File: src/rtl/disp_frame_fetch_ctrl.sv
// disp_frame_fetch_ctrl: fetches frame-memory pixels into a credit-managed
// in-order prefetch FIFO and feeds them to the panel on each DE beat.
//
// Ports:
//   i_clk, rst            clock, synchronous active-high reset
//   i_vsync, i_de         sync generator timing (rising vsync = frame start)
//   o_rd_req, o_rd_addr   read request / pixel address to frame memory
//   i_rd_ack              request accepted when o_rd_req && i_rd_ack
//   i_rd_valid, i_rd_data in-order read returns (latency >= 1)
//   o_pix_valid           i_de delayed by one cycle
//   o_pix_data            pixel for the previous DE beat (0 on underflow)
//   o_underflow           sticky: DE seen with the FIFO empty
//   o_frame_done          pulse on acceptance of the frame's last request
//
// Optional feature: define DISP_FETCH_BOTTOM_UP_EN to fetch rows
// bottom-up (BMP row order); otherwise rows are fetched top-down.

module disp_frame_fetch_ctrl #(
    parameter int HRES       = 4,
    parameter int VRES       = 4,
    parameter int DW         = 24,
    parameter int AW         = 16,
    parameter int FIFO_DEPTH = 4
) (
    input  logic          i_clk,
    input  logic          rst,
    input  logic          i_vsync,
    input  logic          i_de,
    output logic          o_rd_req,
    output logic [AW-1:0] o_rd_addr,
    input  logic          i_rd_ack,
    input  logic          i_rd_valid,
    input  logic [DW-1:0] i_rd_data,
    output logic          o_pix_valid,
    output logic [DW-1:0] o_pix_data,
    output logic          o_underflow,
    output logic          o_frame_done
);

    localparam int NPIX = HRES * VRES;
    localparam int PW   = $clog2(FIFO_DEPTH);
    localparam int CW   = $clog2(FIFO_DEPTH + 1);

    localparam logic [AW-1:0] LAST_CNT = AW'(NPIX - 1);
    localparam logic [AW-1:0] A_ONE    = AW'(1);
    localparam logic [CW-1:0] C_ONE    = CW'(1);
    localparam logic [PW-1:0] P_ONE    = PW'(1);
    localparam logic [CW:0]   DEPTH_W  = (CW+1)'(FIFO_DEPTH);

`ifdef DISP_FETCH_BOTTOM_UP_EN
    localparam int XW = (HRES > 1) ? $clog2(HRES) : 1;
    localparam logic [AW-1:0] START_ADDR = AW'((VRES - 1) * HRES);
    localparam logic [AW-1:0] LINE_BACK  = AW'(2 * HRES - 1);
    localparam logic [XW-1:0] X_LAST     = XW'(HRES - 1);
    localparam logic [XW-1:0] X_ONE      = XW'(1);
`else
    localparam logic [AW-1:0] START_ADDR = '0;
`endif

    typedef enum logic [1:0] {
        S_IDLE,
        S_FETCH,
        S_DONE
    } state_t;

    state_t          state_q, state_d;
    logic            vsync_q, vsync_d;
    logic [AW-1:0]   addr_q, addr_d;
    logic [AW-1:0]   cnt_q, cnt_d;
`ifdef DISP_FETCH_BOTTOM_UP_EN
    logic [XW-1:0]   x_q, x_d;
`endif
    logic [CW-1:0]   outst_q, outst_d;
    logic [CW-1:0]   disc_q, disc_d;
    logic [CW-1:0]   count_q, count_d;
    logic [PW-1:0]   wr_q, wr_d;
    logic [PW-1:0]   rd_q, rd_d;
    logic [DW-1:0]   mem_q [FIFO_DEPTH];
    logic [DW-1:0]   mem_d [FIFO_DEPTH];
    logic            pv_q, pv_d;
    logic [DW-1:0]   pd_q, pd_d;
    logic            uf_q, uf_d;

    logic            fs;
    logic [CW:0]     fill;
    logic            rd_req;
    logic            accept;
    logic            last;
    logic            drop;
    logic            push;
    logic            pop;

    assign fs     = i_vsync & ~vsync_q;
    // Reads already in flight hold their FIFO slot, so the FIFO can
    // never be overrun by returns.
    assign fill   = {1'b0, count_q} + {1'b0, outst_q};
    assign rd_req = (state_q == S_FETCH) && (fill < DEPTH_W);
    assign accept = rd_req & i_rd_ack;
    assign last   = (cnt_q == LAST_CNT);
    assign drop   = i_rd_valid && (disc_q != '0);
    assign push   = i_rd_valid && (disc_q == '0) && !fs;
    assign pop    = i_de && (count_q != '0);

    // Request sequencing and address generation
    always_comb begin
        state_d = state_q;
        addr_d  = addr_q;
        cnt_d   = cnt_q;
`ifdef DISP_FETCH_BOTTOM_UP_EN
        x_d     = x_q;
`endif
        unique case (state_q)
            S_IDLE: ;
            S_FETCH: begin
                if (accept) begin
                    cnt_d = cnt_q + A_ONE;
`ifdef DISP_FETCH_BOTTOM_UP_EN
                    if (x_q == X_LAST) begin
                        addr_d = addr_q - LINE_BACK;
                        x_d    = '0;
                    end else begin
                        addr_d = addr_q + A_ONE;
                        x_d    = x_q + X_ONE;
                    end
`else
                    addr_d = addr_q + A_ONE;
`endif
                    if (last) begin
                        state_d = S_DONE;
                    end
                end
            end
            S_DONE: ;
            default: state_d = S_IDLE;
        endcase
        if (fs) begin
            state_d = S_FETCH;
            addr_d  = START_ADDR;
            cnt_d   = '0;
`ifdef DISP_FETCH_BOTTOM_UP_EN
            x_d     = '0;
`endif
        end
    end

    // Outstanding reads and the discard budget for stale returns
    always_comb begin
        vsync_d = i_vsync;
        outst_d = outst_q;
        disc_d  = disc_q;
        if (accept && !i_rd_valid) begin
            outst_d = outst_q + C_ONE;
        end else if (!accept && i_rd_valid) begin
            outst_d = outst_q - C_ONE;
        end
        if (drop) begin
            disc_d = disc_q - C_ONE;
        end
        // Everything still in flight after this cycle belongs to the old
        // frame, including a request accepted on the frame-start cycle
        // itself (it carries an old-frame address).
        if (fs) begin
            disc_d = outst_d;
        end
    end

    // Prefetch FIFO
    always_comb begin
        mem_d   = mem_q;
        wr_d    = wr_q;
        rd_d    = rd_q;
        count_d = count_q;
        if (push) begin
            mem_d[wr_q] = i_rd_data;
            wr_d        = wr_q + P_ONE;
        end
        if (pop) begin
            rd_d = rd_q + P_ONE;
        end
        if (push && !pop) begin
            count_d = count_q + C_ONE;
        end else if (pop && !push) begin
            count_d = count_q - C_ONE;
        end
        if (fs) begin
            wr_d    = '0;
            rd_d    = '0;
            count_d = '0;
        end
    end

    // Pixel output stage
    always_comb begin
        pv_d = i_de;
        pd_d = pd_q;
        uf_d = uf_q;
        if (i_de) begin
            if (count_q != '0) begin
                pd_d = mem_q[rd_q];
            end else begin
                pd_d = '0;
                uf_d = 1'b1;
            end
        end
    end

    always_ff @(posedge i_clk) begin
        if (rst) begin
            state_q <= S_IDLE;
            vsync_q <= 1'b0;
            addr_q  <= '0;
            cnt_q   <= '0;
`ifdef DISP_FETCH_BOTTOM_UP_EN
            x_q     <= '0;
`endif
            outst_q <= '0;
            disc_q  <= '0;
            count_q <= '0;
            wr_q    <= '0;
            rd_q    <= '0;
            for (int i = 0; i < FIFO_DEPTH; i++) begin
                mem_q[i] <= '0;
            end
            pv_q    <= 1'b0;
            pd_q    <= '0;
            uf_q    <= 1'b0;
        end else begin
            state_q <= state_d;
            vsync_q <= vsync_d;
            addr_q  <= addr_d;
            cnt_q   <= cnt_d;
`ifdef DISP_FETCH_BOTTOM_UP_EN
            x_q     <= x_d;
`endif
            outst_q <= outst_d;
            disc_q  <= disc_d;
            count_q <= count_d;
            wr_q    <= wr_d;
            rd_q    <= rd_d;
            mem_q   <= mem_d;
            pv_q    <= pv_d;
            pd_q    <= pd_d;
            uf_q    <= uf_d;
        end
    end

    assign o_rd_req     = rd_req;
    assign o_rd_addr    = addr_q;
    assign o_frame_done = accept & last;
    assign o_pix_valid  = pv_q;
    assign o_pix_data   = pd_q;
    assign o_underflow  = uf_q;

endmodule
File: config.mk
export PLATFORM = sky130hd
export DESIGN_NAME = disp_frame_fetch_ctrl
export DESIGN_NICKNAME = d
export VERILOG_FILES = /design/src/rtl/disp_frame_fetch_ctrl.sv
export SDC_FILE = /design/constraint.sdc
export NUM_CORES = 1
export LEC_CHECK = 0
export CORE_MARGIN = 2
export CORE_UTILIZATION = 40
export DETAILED_ROUTE_END_ITERATION = 6
export HOLD_SLACK_MARGIN = 0.06
export SLEW_MARGIN = 40
export SYNTH_ARGS = -nofsm -noshare
export SYNTH_HDL_FRONTEND = slang
export SYNTH_SLANG_ARGS = --single-unit
File: constraint.sdc
create_clock -name i_clk -period 2.25 [get_ports i_clk]
set_clock_uncertainty 0.1 [all_clocks]
set_input_delay 0.5625 -clock i_clk [delete_from_list [all_inputs] [get_ports i_clk]]
set_output_delay 0.5625 -clock i_clk [all_outputs]
set_load 0.05 [all_outputs]
==> results of run 1 <==
==> routing by layer <==
metal,vias up,global-route usage
met5,-,0
met4,0,0.0420
met3,10,0.0438
met2,121,0.341
met1,2972,0.241
li1,3130,-
==> final cells by class <==
type	count	area [µm²]	share of cell area
Multi-Input combinational cell	618	3770	0.404
Sequential cell	170	3420	0.366
Timing Repair Buffer	115	1180	0.126
Clock buffer	20	447	0.0479
Tap cell	229	287	0.0307
Clock inverter	11	183	0.0196
Inverter	14	52.6	0.00563
==> worst register-to-register path, stage by stage (launching register included) <==
cell and delay, ns:
dfxtp_1 0.31, inv_2 0.10, ha_4 0.15, and3b_1 0.18, and2_4 0.16, ha_4 0.14
inv_2 0.04, fa_2 0.34, xor2_1 0.15, or3_1 0.30, a21oi_1 0.12
==> metrics by stage <==
step / instance area, µm² / util
finish: 9330 / 0.516
global route: 9330 / 0.516
CTS: 9250 / 0.512
detailed placement: 8630 / 0.477
global placement: 8630 / 0.477
floorplan: 7510 / -
==> worst paths after layout <==
check / cells after the start / from / slack (ns) / endpoint
setup / recovery: 5 / count_q[2] / -0.25 / o_frame_done
setup reg to reg: 10 / disc_q[0] / 0.09 / count_q[2]
hold / removal: 2 / mem_q[15] / 0.35 / mem_q[15]
hold reg to reg: 2 / mem_q[15] / 0.35 / mem_q[15]
==> power breakdown <==
part	internal (mW)	leakage, nW	switching (mW)	total [mW]
logic	0.509	1.86	0.656	1.17
clock network	1.91	0.309	1.25	3.16
registers	3.12	1.38	0.0777	3.20
==> cells in the mapped netlist, types with 13 or more instances <==
cell type,count
buf_2,15
nor2_1,43
nand3_1,18
inv_1,14
clkbuf_1,44
mux4_2,24
a21oi_1,150
dfxtp_1,170
o31ai_1,17
or4_1,19
ha_1,13
nor2b_1,36
nand2_1,210
==> kinds of logic (layout without fill, tap and decap cells) <==
| family | after synthesis | after routing | synth area share |
|---|---|---|---|
| fa+ha+maj | 14 | 14 | 0.0247 |
| compound gates | 183 | 183 | 0.134 |
| mux | 36 | 36 | 0.0898 |
| xor+xnor | 9 | 9 | 0.0107 |
| simple gates | 376 | 376 | 0.239 |
| flops | 170 | 170 | 0.460 |
| buf+inv | 77 | 160 | 0.0418 |
==> registers in the layout, indices dropped and copies added (netlist names) <==
| name | count |
|---|---|
| vsync_q | 1 |
| mem_q | 96 |
| cnt_q | 16 |
| o_pix_valid | 1 |
| wr_q | 2 |
| state_q | 2 |
| o_rd_addr | 16 |
| rd_q | 2 |
| o_pix_data | 24 |
| disc_q | 3 |
| count_q | 3 |
| o_underflow | 1 |
| outst_q | 3 |
==> repair_timing <==
item | in CTS | in global routing
setup buffers | 1 | 3
endpoints found under the setup margin | 18 | 19
pin swaps | 1 | 3
hold endpoints to repair | 0 | 0
gates resized for setup | 19 | 20
==> flow_summary.ini, run 1 <==
[sta]
drv_slew = 0
hold_violations = 0
fmax_mhz = 400
relSlewSlack = 0.655
hold_ws_ns = 0.353
grt_setup_unrepaired = true
fin_crit_ns = 2.50
setup_viol = 2
worst_pin_slew_ns = 0.517
finalWorstSetupSlack_ns = -0.252
setup-tns-final_ns = -0.287
min_period_over_period = 1.11

[placement]
dp_slack_ns = -0.399
hpwlAfterDp_mm = 11.4
placedCellCount = 1142
place_congestion = 0.758
io_buffers = 73

[synth]
async_reset_ff_frac = 0
ys_warn_count = 0
ys_seq_elements = 170
ys.flop_type = dfxtp_1
yosys-top-cells-area = dfxtp_1 46%, nand2_1 11%, a21oi_1 10%
synth_seq_area_share = 0.460
yosysUniqueCellTypes = 46
synth.largest_area_cell = dfxtp_1
synthDominantCellAreaShare = 0.460
syn-instance-count = 865
avgSynthCellArea_um2 = 8.55
synth_edf_count = 0
syn-num-nets = 909
netlist_area_um2 = 7400

[final_layout]
fin_cells = 1177
fill_cells = 1697
fin_nets = 980
drive_gt1_frac = 0.133
area_delta_synth_final_pct = 26.1
layout_common_cells = 210 x nand2_1, 165 x dfxtp_1, 150 x a21oi_1, 43 x nor2_1, 39 x buf_4
antenna_cells = 0
final_common_cell = nand2_1

[floorplan]
core-area_um2 = 18100
floorplan.initialDensity = 0.409
fp-row-count = 49
die-area_um2 = 19600
dieWidth_um = 140
pin_count = 74
die_h_um = 140

[power_and_ir_drop]
power.leakage_nw = 3.55
power-per-cell-area_nw_per_um2 = 807
finalPower_mw = 7.53
ir_drop_uv = 499

[drt]
vias_per_cell = 5.30
drt-pass1-iter-count = 7
wirelength_mm = 18.5
ant_nets = 0
drc_errors = 5
routed-wl-met3_um = 802
vias = 6233
detail_route.iter0.violations = 357
top_layer = met4
dr_wl_met2_mm = 9.25
wl_per_cell_um = 15.7
met1_length_mm = 8.31

[worst_setup_path]
endpoint_kind = output pin
crit_chain = ha_4 -> nor3_4 -> nand4_4 -> nor4_4 -> buf_12
path_buf_inv = 1
crit_fanout = 5
crit_required_ns = 1.59
critPathArrivalTime_ns = 1.84
cp_top_family = simple AND/OR/NAND/NOR gates
critPathSlowestCell = dfxtp_4
crit_path_max_incr_delay_ns = 0.36
path_class = flop to output pin
setup.worst_path.start_class = flop

[job]
maxCapViolations = 0

[grt]
grt_pass1_vias = 5837
grt_overflow = 0
grt_pass1_wl_mm = 30.4
track_usage = 0.193
grt_antenna_before_repair = 0
grt_max_degree = 100

[min_path]
min_path_type = flop to flop

[clock_network]
clock-root-buffer = clkbuf_16
cts_max_path_buffers = 2
hold_buffers = 0
cts_made_buffers = 17
htreeDepth = 4
clkTransAtPathRegs_ns = 0.07
cts_tree = yes
clock_latency_ns = 0.42
cts.sinks = 170

[outcome]
violations = design-rule violations, negative setup slack
status = finished with violations
Note: power is estimated with default switching activity, not from simulation.
==> run 2, diff against run 1 <==
Settings changed: GPL_TIMING_DRIVEN set to 0.
==> flow_summary.ini, run 2 (synthesis gave the netlist of run 1 again) <==
[drt]
detail_route.iter0.violations = 287
wl_per_cell_um = 16.6
wirelength_mm = 20.0
vias_per_cell = 5.28
vias = 6366
ant_nets = 0
drt-pass1-iter-count = 7
drc_errors = 0

[worst_setup_path]
cp_top_family = simple AND/OR/NAND/NOR gates
critPathSlowestCell = dfxtp_4
crit_path_max_incr_delay_ns = 0.36
path_class = flop to output pin
crit_chain = ha_4 -> nor3_4 -> nand4_4 -> buf_6 -> nor4_4 -> buf_6
path_buf_inv = 2
setup.worst_path.start_class = flop
critPathArrivalTime_ns = 1.93
endpoint_kind = output pin
crit_top_cell = buf_6
crit_fanout = 10
crit_required_ns = 1.59

[floorplan]
floorplan.initialDensity = 0.409
die_h_um = 140
die-area_um2 = 19600
fp-row-count = 49
core-area_um2 = 18100
dieWidth_um = 140
pin_count = 74

[clock_network]
htreeDepth = 4
cts_made_buffers = 17
clock_latency_ns = 0.44
clock-root-buffer = clkbuf_16
cts.sinks = 170
cts_tree = yes
cts_max_path_buffers = 2
clkTransAtPathRegs_ns = 0.07

[power_and_ir_drop]
power-per-cell-area_nw_per_um2 = 795
p_int_mw = 5.22
combinationalPowerShare = 0.158
power_frac_seq = 0.437
swShare = 0.289
ir_drop_uv = 569
pwr-share-clk = 0.404
p_sw_mw = 2.12
power.leakage_nw = 3.48

[final_layout]
antenna_cells = 0
fin_area_um2 = 9230
layout_common_cells = 210 x nand2_1, 165 x dfxtp_1, 148 x a21oi_1, 43 x nor2_1, 36 x nor2b_1
regArea_um2 = 3410
largest_reg_flops = 96
regMostFlops = mem_q
fill_cells = 1723
fin_nets = 1008
fin_cells = 1206
final_core_util = 0.510
final_common_cell = nand2_1
area_delta_synth_final_pct = 24.7
drive_gt1_frac = 0.130
multi_input_area_um2 = 3780

[grt]
grt_pass1_vias = 6131
grt_max_degree = 18
grt_pass1_wl_mm = 32.6
grt_antenna_before_repair = 0
track_usage = 0.210
grt_overflow = 0

[placement]
place_congestion = 0.785
io_buffers = 73
placedInstanceArea_um2 = 8520
placedCellCount = 1167
hpwlAfterDp_mm = 13.7

[sta]
setup_viol = 3
fmax_mhz = 386
finalWorstSetupSlack_ns = -0.343
worst_pin_slew_ns = 0.732
min_period_over_period = 1.15
drv_slew = 0
fin_crit_ns = 2.59
grt_setup_unrepaired = true
hold_violations = 0
setup-tns-final_ns = -0.471
relSlewSlack = 0.512

[job]
maxCapViolations = 0

[outcome]
status = finished with violations
violations = negative setup slack

[min_path]
min_path_type = flop to flop
## run 2: cell count changes in the layout (fill, tap and decap cells not counted), sizes merged
cell,change
clkdlybuf4s50,-6
clkinvlp,+1
buf,-21
clkinv,+2
dlymetal6s2s,-6
inv,+3
bufinv,-3
clkbuf,+42
dlygate4sd2,+17
## run 2: path summary, 6_finish.rpt
path                                     end  startpoint  slack (ns)  depth (start not counted)
worst max-delay path            o_frame_done  count_q[2]       -0.34                          6
worst min-delay path               mem_q[32]   mem_q[32]        0.35                          2
worst max register to register    count_q[2]   disc_q[1]       -0.02                         11
worst min register to register     mem_q[32]   mem_q[32]        0.35                          2
## run 2: cell type report
type | count | share of cell area
timing repair buffer | 83 | 0.0865
multi-input combinational | 618 | 0.409
inverter | 14 | 0.00569
sequential | 170 | 0.370
tap | 229 | 0.0310
clock buffer | 18 | 0.0476
clock inverter | 14 | 0.0167
buffer | 60 | 0.0334
## run 2: power groups by stage
stage,Combinational (mW),Clock (mW),Sequential [mW]
2_1_floorplan,0.717,0,3.30
5_1_grt,1.27,3.12,3.22
6_report,1.16,2.97,3.21
3_5_place_dp,1.11,0,3.28
4_1_cts,1.15,3.02,3.21
3_3_place_gp,1.09,0,3.27
## run 2: stage by stage
stage	hold slack (ns)	setup slack [ns]	total power, mW
after floorplan	0.333	-0.0208	4.02
after global placement	0.338	-1.08	4.36
after detailed placement	0.343	-1.09	4.38
after CTS	0.354	-0.431	7.38
after global routing	0.372	-0.433	7.61
final	0.352	-0.343	7.33
## run 2: tightest hold or removal path: cells and delay by family (launching register included)
family,cells,cell delay [ns]
DFF,1,0.31
and+or+nand+nor,1,0.05
AOI/OAI and AO/OA,1,0.05
## run 2: what timing repair did
item,4_1_cts,5_1_grt
pin swaps,3,1
resized for setup,60,41
setup endpoints to repair,68,103
buffers inserted,10,0
hold buffers,0,0
## run 2: routing by layer
layer  track usage  up-vias  routed length (µm)
met4        0.0712        0                 302
met3        0.0417       31                1000
met1         0.265     2995                8780
li1              -     3191                   -
met2         0.361      149                9890
met5             0        -                   0
